$ cat src/rtl/mul_unit_if.sv
// Request/result bundle for mul_unit: operation request in, status and result out.
interface mul_unit_if #(
  parameter int WIDTH = 32
);
  logic             start;
  logic [1:0]       mode;
  logic [WIDTH-1:0] a;
  logic [WIDTH-1:0] b;
  logic [WIDTH-1:0] acc;
  logic             busy;
  logic             done;
  logic [WIDTH-1:0] result_lo;
  logic [WIDTH-1:0] result_hi;
  logic [1:0]       flags;

  modport master (
    output start, mode, a, b, acc,
    input  busy, done, result_lo, result_hi, flags
  );

  modport slave (
    input  start, mode, a, b, acc,
    output busy, done, result_lo, result_hi, flags
  );
endinterface

$ cat src/rtl/mul_unit.sv
// Sequential radix-2 shift-add multiplier: MUL, MLA, UMULL, SMULL.
// Fixed latency: IDLE -> CALC (WIDTH steps) -> FIX -> DONE -> IDLE.
module mul_unit #(
  parameter int WIDTH = 32
) (
  input  logic       clk,
  input  logic       reset,
  mul_unit_if.slave  bus
);
  localparam int CW = $clog2(WIDTH);

  localparam logic [1:0] M_MUL   = 2'b00;
  localparam logic [1:0] M_MLA   = 2'b01;
  localparam logic [1:0] M_UMULL = 2'b10;
  localparam logic [1:0] M_SMULL = 2'b11;

  typedef enum logic [1:0] {S_IDLE, S_CALC, S_FIX, S_DONE} state_t;

  state_t             r_state, w_next;
  logic [CW-1:0]      r_cnt;
  logic [1:0]         r_mode;
  logic               r_sign;
  logic [WIDTH-1:0]   r_a, r_b, r_acc;
  logic [2*WIDTH-1:0] r_prod;
  logic [WIDTH-1:0]   r_lo, r_hi;
  logic [1:0]         r_flags;

  logic               w_smull;
  logic [WIDTH-1:0]   w_abs_a, w_abs_b;
  logic               w_last;
  logic [WIDTH:0]     w_sum;
  logic [2*WIDTH-1:0] w_neg;
  logic [WIDTH-1:0]   w_lo, w_hi;
  logic [1:0]         w_flags;

  // Operand conditioning: SMULL works on magnitudes; |MIN| stays exact as unsigned.
  assign w_smull = (bus.mode == M_SMULL);
  assign w_abs_a = (w_smull && bus.a[WIDTH-1]) ? (~bus.a + 1'b1) : bus.a;
  assign w_abs_b = (w_smull && bus.b[WIDTH-1]) ? (~bus.b + 1'b1) : bus.b;
  assign w_last  = (r_cnt == CW'(WIDTH-1));

  // One shift-add step: add multiplicand into the high half, shift the whole product right.
  assign w_sum   = {1'b0, r_prod[2*WIDTH-1:WIDTH]} + {1'b0, (r_b[0] ? r_a : '0)};
  assign w_neg   = ~r_prod + 1'b1;

  // State register.
  always_ff @(posedge clk) begin
    if (reset) r_state <= S_IDLE;
    else       r_state <= w_next;
  end

  // Next-state logic; start only matters in IDLE.
  always_comb begin
    w_next = r_state;
    case (r_state)
      S_IDLE:  if (bus.start) w_next = S_CALC;
      S_CALC:  if (w_last)    w_next = S_FIX;
      S_FIX:   w_next = S_DONE;
      S_DONE:  w_next = S_IDLE;
      default: w_next = S_IDLE;
    endcase
  end

  // Operand latch and iterative product.
  always_ff @(posedge clk) begin
    if (reset) begin
      r_cnt  <= '0;
      r_mode <= M_MUL;
      r_sign <= 1'b0;
      r_a    <= '0;
      r_b    <= '0;
      r_acc  <= '0;
      r_prod <= '0;
    end else begin
      case (r_state)
        S_IDLE: if (bus.start) begin
          r_cnt  <= '0;
          r_mode <= bus.mode;
          r_sign <= w_smull & (bus.a[WIDTH-1] ^ bus.b[WIDTH-1]);
          r_a    <= w_abs_a;
          r_b    <= w_abs_b;
          r_acc  <= bus.acc;
          r_prod <= '0;
        end
        S_CALC: begin
          r_prod <= {w_sum, r_prod[WIDTH-1:1]};
          r_b    <= r_b >> 1;
          r_cnt  <= r_cnt + 1'b1;
        end
        default: ;
      endcase
    end
  end

  // Final result shaping per mode, plus {N,Z}.
  always_comb begin
    w_lo    = r_prod[WIDTH-1:0];
    w_hi    = '0;
    w_flags = 2'b00;
    case (r_mode)
      M_MUL: w_lo = r_prod[WIDTH-1:0];
      M_MLA: w_lo = r_prod[WIDTH-1:0] + r_acc;
      M_UMULL: {w_hi, w_lo} = r_prod;
      M_SMULL: {w_hi, w_lo} = r_sign ? w_neg : r_prod;
      default: ;
    endcase
    if (r_mode[1]) w_flags = {w_hi[WIDTH-1], ({w_hi, w_lo} == '0)};
    else           w_flags = {w_lo[WIDTH-1], (w_lo == '0)};
  end

  // Result registers load on the FIX->DONE edge and hold until the next FIX.
  always_ff @(posedge clk) begin
    if (reset) begin
      r_lo    <= '0;
      r_hi    <= '0;
      r_flags <= 2'b00;
    end else if (r_state == S_FIX) begin
      r_lo    <= w_lo;
      r_hi    <= w_hi;
      r_flags <= w_flags;
    end
  end

  assign bus.busy      = (r_state != S_IDLE);
  assign bus.done      = (r_state == S_DONE);
  assign bus.result_lo = r_lo;
  assign bus.result_hi = r_hi;
  assign bus.flags     = r_flags;
endmodule

$ cat src/flat_wrapper.sv
// flat-port wrapper written by rule: the top's interface ports become plain ports
module mul_unit_flat 
#(
  parameter int WIDTH = 32
)
  (clk, reset, bus_start, bus_mode, bus_a, bus_b, bus_acc, bus_busy, bus_done, bus_result_lo, bus_result_hi, bus_flags);
  mul_unit_if #(.WIDTH(WIDTH)) bus_i ();
  input  logic clk;
  input  logic reset;
  input wire logic [$bits(bus_i.start)-1:0] bus_start;
  input wire logic [$bits(bus_i.mode)-1:0] bus_mode;
  input wire logic [$bits(bus_i.a)-1:0] bus_a;
  input wire logic [$bits(bus_i.b)-1:0] bus_b;
  input wire logic [$bits(bus_i.acc)-1:0] bus_acc;
  output wire logic [$bits(bus_i.busy)-1:0] bus_busy;
  output wire logic [$bits(bus_i.done)-1:0] bus_done;
  output wire logic [$bits(bus_i.result_lo)-1:0] bus_result_lo;
  output wire logic [$bits(bus_i.result_hi)-1:0] bus_result_hi;
  output wire logic [$bits(bus_i.flags)-1:0] bus_flags;
  assign bus_i.start = bus_start;
  assign bus_i.mode = bus_mode;
  assign bus_i.a = bus_a;
  assign bus_i.b = bus_b;
  assign bus_i.acc = bus_acc;
  assign bus_busy = bus_i.busy;
  assign bus_done = bus_i.done;
  assign bus_result_lo = bus_i.result_lo;
  assign bus_result_hi = bus_i.result_hi;
  assign bus_flags = bus_i.flags;
  mul_unit #(.WIDTH(WIDTH)) u_core (.clk(clk), .reset(reset), .bus(bus_i));
endmodule
$ cat config.mk
export PLATFORM = sky130hd
export DESIGN_NAME = mul_unit_flat
export DESIGN_NICKNAME = d
export VERILOG_FILES = /design/src/rtl/mul_unit_if.sv /design/src/rtl/mul_unit.sv /design/src/flat_wrapper.sv
export SDC_FILE = /design/constraint.sdc
export NUM_CORES = 1
export LEC_CHECK = 0
export ABC_AREA = 1
export CAP_MARGIN = 20
export CORE_MARGIN = 4
export CORE_UTILIZATION = 40
export DETAILED_ROUTE_END_ITERATION = 8
export HOLD_SLACK_MARGIN = 0.12
export PLACE_DENSITY = 0.59
export SYNTH_ARGS = -nofsm -noshare
export SYNTH_HDL_FRONTEND = slang
export SYNTH_SLANG_ARGS = --single-unit
export TNS_END_PERCENT = 1
$ cat constraint.sdc
create_clock -name clk -period 2.5 [get_ports clk]
set_input_delay 0.5 -clock clk [delete_from_list [all_inputs] [get_ports clk]]
set_output_delay 0.5 -clock clk [all_outputs]
set_load 0.02 [all_outputs]
==> qor.yml, run 1 <==
status:
  status: "finished clean"
cts:
  clkTransAtPathRegs_ns: 0.07
  cts_root_buf: "clkbuf_16"
  clkLatencyLatePin_ns: 0.60
  clk_path_buf_depth: 3
  htree_num_levels: 1
  cts_sinks: 236
  numCtsBuffers: 28
  tritoncts: "yes"
logic_synthesis:
  synthCells: 2871
  synth-seq-cells: 236
  synth_edf_count: 0
  synthesis.area_um2: 17100
  synth_nets: 3046
  yosys.area.top_type: "dfxtp_1"
  avgSynthCellArea_um2: 5.97
  synth_top_family_by_area: "simple AND/OR/NAND/NOR gates"
  synthAdderAreaFrac_pct: 5.49
  ys_top_cells_by_area: "dfxtp_1, nand2_1, nor2_1, inv_1, nand3_1"
  synthFlopType: "dfxtp_1"
  synth_seq_area_share_pct: 27.6
  yosysWarnings: 0
  synth_commonest_cells: "nand2_1, nor2_1, inv_1"
  muxShareOfSynthArea_pct: 0
  synth_xor_area_share_pct: 1.74
  synth-simple-area-share_pct: 37.7
  synth_top_area_share_pct: 27.6
  async_flop_share_pct: 0
  synth_cell_types: 51
  post-synth-top-count-cell: "nand2_1"
  synth_compound_area_share_pct: 17.2
global_route:
  grt_overflow: 0
  grt_max_degree: 104
  grt_pass1_wl_mm: 99.0
  antenna_found_initial: 0
  track_usage_pct: 25.8
  grt_pass1_vias: 18500
floorplan:
  initial_core_util_pct: 40.7
  die_area_um2: 46200
  die_w_um: 215
  coreArea_um2: 42100
  pin_count: 169
  die_h_um: 215
  fp-row-count: 75
sta:
  drv_slew: 0
  rsz0062_at_grt: "yes"
  hold-worst-slack_ns: 0.331
  fin_crit_ns: 2.49
  hold_violations: 0
  slew_headroom_pct: 35.5
  fin_crit_sh_pct: 99.6
  clock_skew_ns: 0.0348
  setup_viol: 0
  tightest_slew_ns: 0.968
  fmax_mhz: 402
worst_setup_path:
  cp.arrival_ns: 3.03
  start_kind: "flip-flop"
  crit_type: "flip-flop to flip-flop"
  cp.required_ns: 3.04
  cp_max_fo: 4
  endpoint_kind: "flip-flop"
finish:
  syn2layout_area_growth_pct: 36.9
  drive_gt1_share_pct: 19.0
  fin_nets: 3431
  fill_cells: 4275
  antenna-diode-count: 0
  fin_util_pct: 55.7
placement:
  io_buffers: 168
  globalplace.congestion: 0.977
  dpl.hpwl_mm: 49.1
power:
  peakVddDrop_uv: 550
  leakage_nw: 11.4
  p_per_area_nw_per_um2: 653
detailed_routing:
  route.detailed.drc: 0
  num_vias: 19800
  antenna_left: 0
  post_drt_wl_per_cell_um: 16.5
  first_pass_iters: 7
  viasPerCell: 5.18
  wirelength_mm: 63.0
  drt_first_iter_violations: 1369
min_path:
  hp-class: "input port to flip-flop"
run:
  cap_violations: 0
## kinds of logic after synthesis
family          after synthesis
xor+xnor                     34
fa+ha+maj                    74
simple gates               1521
buf+inv                     464
compound gates              542
flops                       236
## routing by layer
metal	GRT usage [%]	vias up	routed length [µm]	share of wire, %
met5	0	-	0	0
met4	6.76	0	1670	2.6
met1	36.0	9051	29100	46
met2	42.7	564	28600	45
li1	-	10100	-	-
met3	3.01	95	3680	5.8
## through the flow
| stage | power (W) | setup WS, ns | area (µm²) | std cells | setup TNS (ns) |
|---|---|---|---|---|---|
| after floorplan | 0.00838 | 0.0463 | 17100 | 2871 | 0 |
| after global placement | 0.0109 | -0.321 | 21300 | 3752 | -6.00 |
| after detailed placement | 0.0110 | -0.347 | 21300 | 3752 | -7.74 |
| after CTS | 0.0152 | -0.101 | 22400 | 3804 | -0.356 |
| after global routing | 0.0163 | -0.129 | 23500 | 3815 | -0.820 |
| final | 0.0153 | 0.0101 | 23500 | 3815 | 0 |
## layout by cell type (no fill, tap or decap), types with 5 or more instances in the layout
cell type        synthesis  layout
nand3b_1                18      18
nor3_2                   2       7
dfxtp_2                  0       8
a21oi_1                227     206
nor3_1                  26      20
a21oi_2                  2      20
a31oi_1                 34      31
clkbuf_8                 0       7
or2_2                   10      10
nand3_2                  6      30
nand4_1                 25      25
nor2_1                 399     356
xnor2_1                  8       8
nand3_1                236     209
buf_12                   0      12
ha_2                     0       5
o211ai_1                19      19
nand3_4                  2       5
dfxtp_1                236     227
nor2_4                   5      20
ha_4                     0      29
o21ai_0                205     192
inv_2                   16      23
clkbuf_16                0      29
nor2_2                  15      43
xor2_1                  26      26
o22ai_1                  9       9
ha_1                    72      38
clkbuf_1                85       7
nand2_2                  7      47
o21ai_2                  4       7
clkdlybuf4s50_1          0     166
inv_1                  339     332
nand2_1                754     710
a21o_1                   7       7
buf_4                    1     279
nand2_4                  2       6
o21ai_1                 12      22
## registers in the layout, indices dropped and copies added (netlist names)
name / count
u_core.r_cnt: 5
u_core.bus.result_lo: 32
u_core.bus.result_hi: 32
u_core.r_acc: 32
u_core.r_a: 32
u_core.r_sign: 1
u_core.r_prod: 64
u_core.r_b: 32
u_core.bus.flags: 2
u_core.r_state: 2
u_core.r_mode: 2
## layout make-up
class / instances / area, µm² / area share (%)
clock buffers: 42 / 823 / 3.51
clock inverters: 8 / 121 / 0.517
flip-flops and latches: 236 / 4740 / 20.2
well taps: 539 / 674 / 2.87
repair buffers: 462 / 4070 / 17.3
inverters: 357 / 1340 / 5.72
multi-input cells: 2171 / 11700 / 49.9
## timing repair
item,CTS,global route
resized for setup,32,230
cloned,0,1
pin swaps,3,55
setup buffers,2,10
hold buffers,0,0
endpoints found under the setup margin,24,34
## power breakdown
part | internal (W) | total (W) | switching, W
sequential | 0.00455 | 0.00505 | 0.000504
clock | 0.00248 | 0.00420 | 0.00172
combinational | 0.00242 | 0.00609 | 0.00367
total | 0.00944 | 0.0153 | 0.00590
## worst max-delay path: stages, from the launching register on
cell and delay [ns]:
dfxtp_1 0.32, inv_2 0.06, buf_6 0.11, ha_4 0.15, nand3_4 0.13, nor2_8 0.19, nand2_4 0.10, nor2_4 0.16
nand2_2 0.08, nand2_2 0.08, buf_6 0.12, nand3_2 0.07, nand3_2 0.09, nand4_1 0.16, nor2_1 0.14, nand2_1 0.10
nor2_4 0.18, nand2_2 0.07, a21oi_2 0.11
## path summary, 6_finish.rpt
path	from	to	slack, ns	cells past startpoint
hold reg to reg	u_core.r_a[31]	u_core.r_a[31]	0.47	2
setup / recovery	u_core.r_prod[1]	u_core.bus.flags[0]	0.01	18
setup reg to reg	u_core.r_prod[1]	u_core.bus.flags[0]	0.01	18
hold / removal	reset	u_core.bus.flags[0]	0.33	2
No activity file was read; power rests on OpenSTA's default activity.
==> inputs of run 2 (changes only) <==
--- a/config.mk
+++ b/config.mk
@@ -9,6 +9,7 @@
 export CAP_MARGIN = 20
 export CORE_MARGIN = 4
 export CORE_UTILIZATION = 40
+export CTS_BUF_LIST = sky130_fd_sc_hd__clkbuf_4 sky130_fd_sc_hd__clkbuf_8
 export DETAILED_ROUTE_END_ITERATION = 8
 export HOLD_SLACK_MARGIN = 0.12
 export PLACE_DENSITY = 0.59
==> qor.yml, run 2 (synthesis results as in run 1) <==
status:
  status: "finished, violations left"
  violations: "setup timing"
worst_setup_path:
  cp.required_ns: 3.10
  cp.arrival_ns: 3.11
  endpoint_kind: "flip-flop"
  cp_max_fo: 4
  start_kind: "flip-flop"
  crit_type: "flip-flop to flip-flop"
sta:
  hold_violations: 0
  setup_viol: 1
  fin_crit_sh_pct: 100
  tightest_slew_ns: 0.949
  setup_ws_ns: -0.0110
  tns_ns: -0.0110
  fin_crit_ns: 2.51
  clock_skew_ns: 0.0688
  hold-worst-slack_ns: 0.264
  drv_slew: 0
  fmax_mhz: 398
  slew_headroom_pct: 36.7
  rsz0062_at_grt: "yes"
finish:
  drive_gt1_share_pct: 19.3
  syn2layout_area_growth_pct: 36.3
  final_cell_mix: "nand2_1, nor2_1, inv_1"
  fin_util_pct: 55.5
  layout_commonest_cell: "nand2_1"
  top_register: "u_core.r_prod"
  largest_register_ffs: 64
  fin_nets: 3448
cts:
  numCtsBuffers: 44
  tritoncts: "yes"
  clk_path_buf_depth: 3
  clkLatencyLatePin_ns: 0.66
  cts_root_buf: "clkbuf_8"
  postCtsHoldBufs: 0
  clkTransAtPathRegs_ns: 0.07
  htree_num_levels: 2
  cts_sinks: 236
power:
  total_power_w: 0.0152
  p_per_area_nw_per_um2: 652
  peakVddDrop_uv: 505
  leakage_nw: 11.5
detailed_routing:
  viasPerCell: 5.18
  drt_first_iter_violations: 1425
  post_drt_wl_per_cell_um: 16.5
  wirelength_mm: 63.4
  route.detailed.drc: 0
  first_pass_iters: 5
  num_vias: 19900
  antenna_left: 0
floorplan:
  die_w_um: 215
  fp-row-count: 75
  coreArea_um2: 42100
  die_area_um2: 46200
  die_h_um: 215
  pin_count: 169
  initial_core_util_pct: 40.7
global_route:
  grt_pass1_wl_mm: 99.6
  grt_overflow: 0
  antenna_found_initial: 0
  grt_max_degree: 104
  grt_pass1_vias: 18600
  track_usage_pct: 26.2
placement:
  io_buffers: 168
  globalplace.congestion: 0.977
  dpl.hpwl_mm: 49.1
run:
  cap_violations: 0
min_path:
  hp-class: "input port to flip-flop"
run 2: worst paths after layout:
| path | slack (ns) | endpoint | depth (start not counted) | from |
|---|---|---|---|---|
| setup reg to reg | -0.01 | u_core.bus.flags[0] | 18 | u_core.r_prod[1] |
| setup / recovery | -0.01 | u_core.bus.flags[0] | 18 | u_core.r_prod[1] |
| hold reg to reg | 0.47 | u_core.r_a[31] | 2 | u_core.r_a[31] |
| hold / removal | 0.26 | u_core.bus.flags[0] | 2 | reset |
run 2: layer usage:
layer	wire [µm]	vias to the layer above	GRT usage [%]
met1	29100	9121	35.8
li1	-	10100	-
met5	0	-	0
met4	1760	0	7.09
met2	28800	586	43.0
met3	3740	102	4.10
run 2: stage by stage:
step	cell area [µm²]	setup slack (ns)	instances
after floorplan	17100	0.0463	2871
after global placement	21300	-0.321	3752
after detailed placement	21300	-0.347	3752
after CTS	22400	-0.137	3829
after global routing	23400	-0.167	3842
final	23400	-0.0110	3843
run 2: where the power goes:
group	total (W)	leakage [nW]	internal [W]	switching [W]
Combinational	0.00607	9.02	0.00240	0.00367
Sequential	0.00504	1.93	0.00455	0.000496
Clock	0.00412	0.508	0.00233	0.00179
Total	0.0152	11.5	0.00928	0.00595
run 2: final cells by class:
cell class	count	area, µm²
well taps	539	674
flip-flops and latches	236	4740
repair buffers	463	4080
inverters	357	1340
clock inverters	10	124
fillers	4274	18800
clock buffers	66	827
diodes	1	2.50
multi-input cells	2171	11600
run 2: critical path, stage by stage, from the launching register on:
cell and delay [ns]:
dfxtp_2 0.32, inv_2 0.06, buf_6 0.12, ha_4 0.15
nand3_4 0.13, nor2_8 0.19, nand2_4 0.10, nor2_4 0.19
nand2_2 0.08, nand2_2 0.09, buf_6 0.12, nand3_2 0.07
nand3_2 0.09, nand4_1 0.15, nor2_1 0.14, nand2_1 0.10
nor2_4 0.18, nand2_2 0.07, a21oi_2 0.11
run 2: repair_timing:
item	4_1_cts	5_1_grt
gates cloned	0	1
buffers inserted	1	12
gates resized for setup	34	199
pin swaps	1	39
endpoints found under the setup margin	26	33
==> inputs of run 3 (changes only) <==
--- a/config.mk
+++ b/config.mk
@@ -10,6 +10,7 @@
 export CORE_MARGIN = 4
 export CORE_UTILIZATION = 40
 export CTS_BUF_LIST = sky130_fd_sc_hd__clkbuf_4 sky130_fd_sc_hd__clkbuf_8
+export CTS_CLUSTER_DIAMETER = 150
 export DETAILED_ROUTE_END_ITERATION = 8
 export HOLD_SLACK_MARGIN = 0.12
 export PLACE_DENSITY = 0.59
==> results of run 3 <==
Final layout, timing and power as in run 2 (identical DEF).
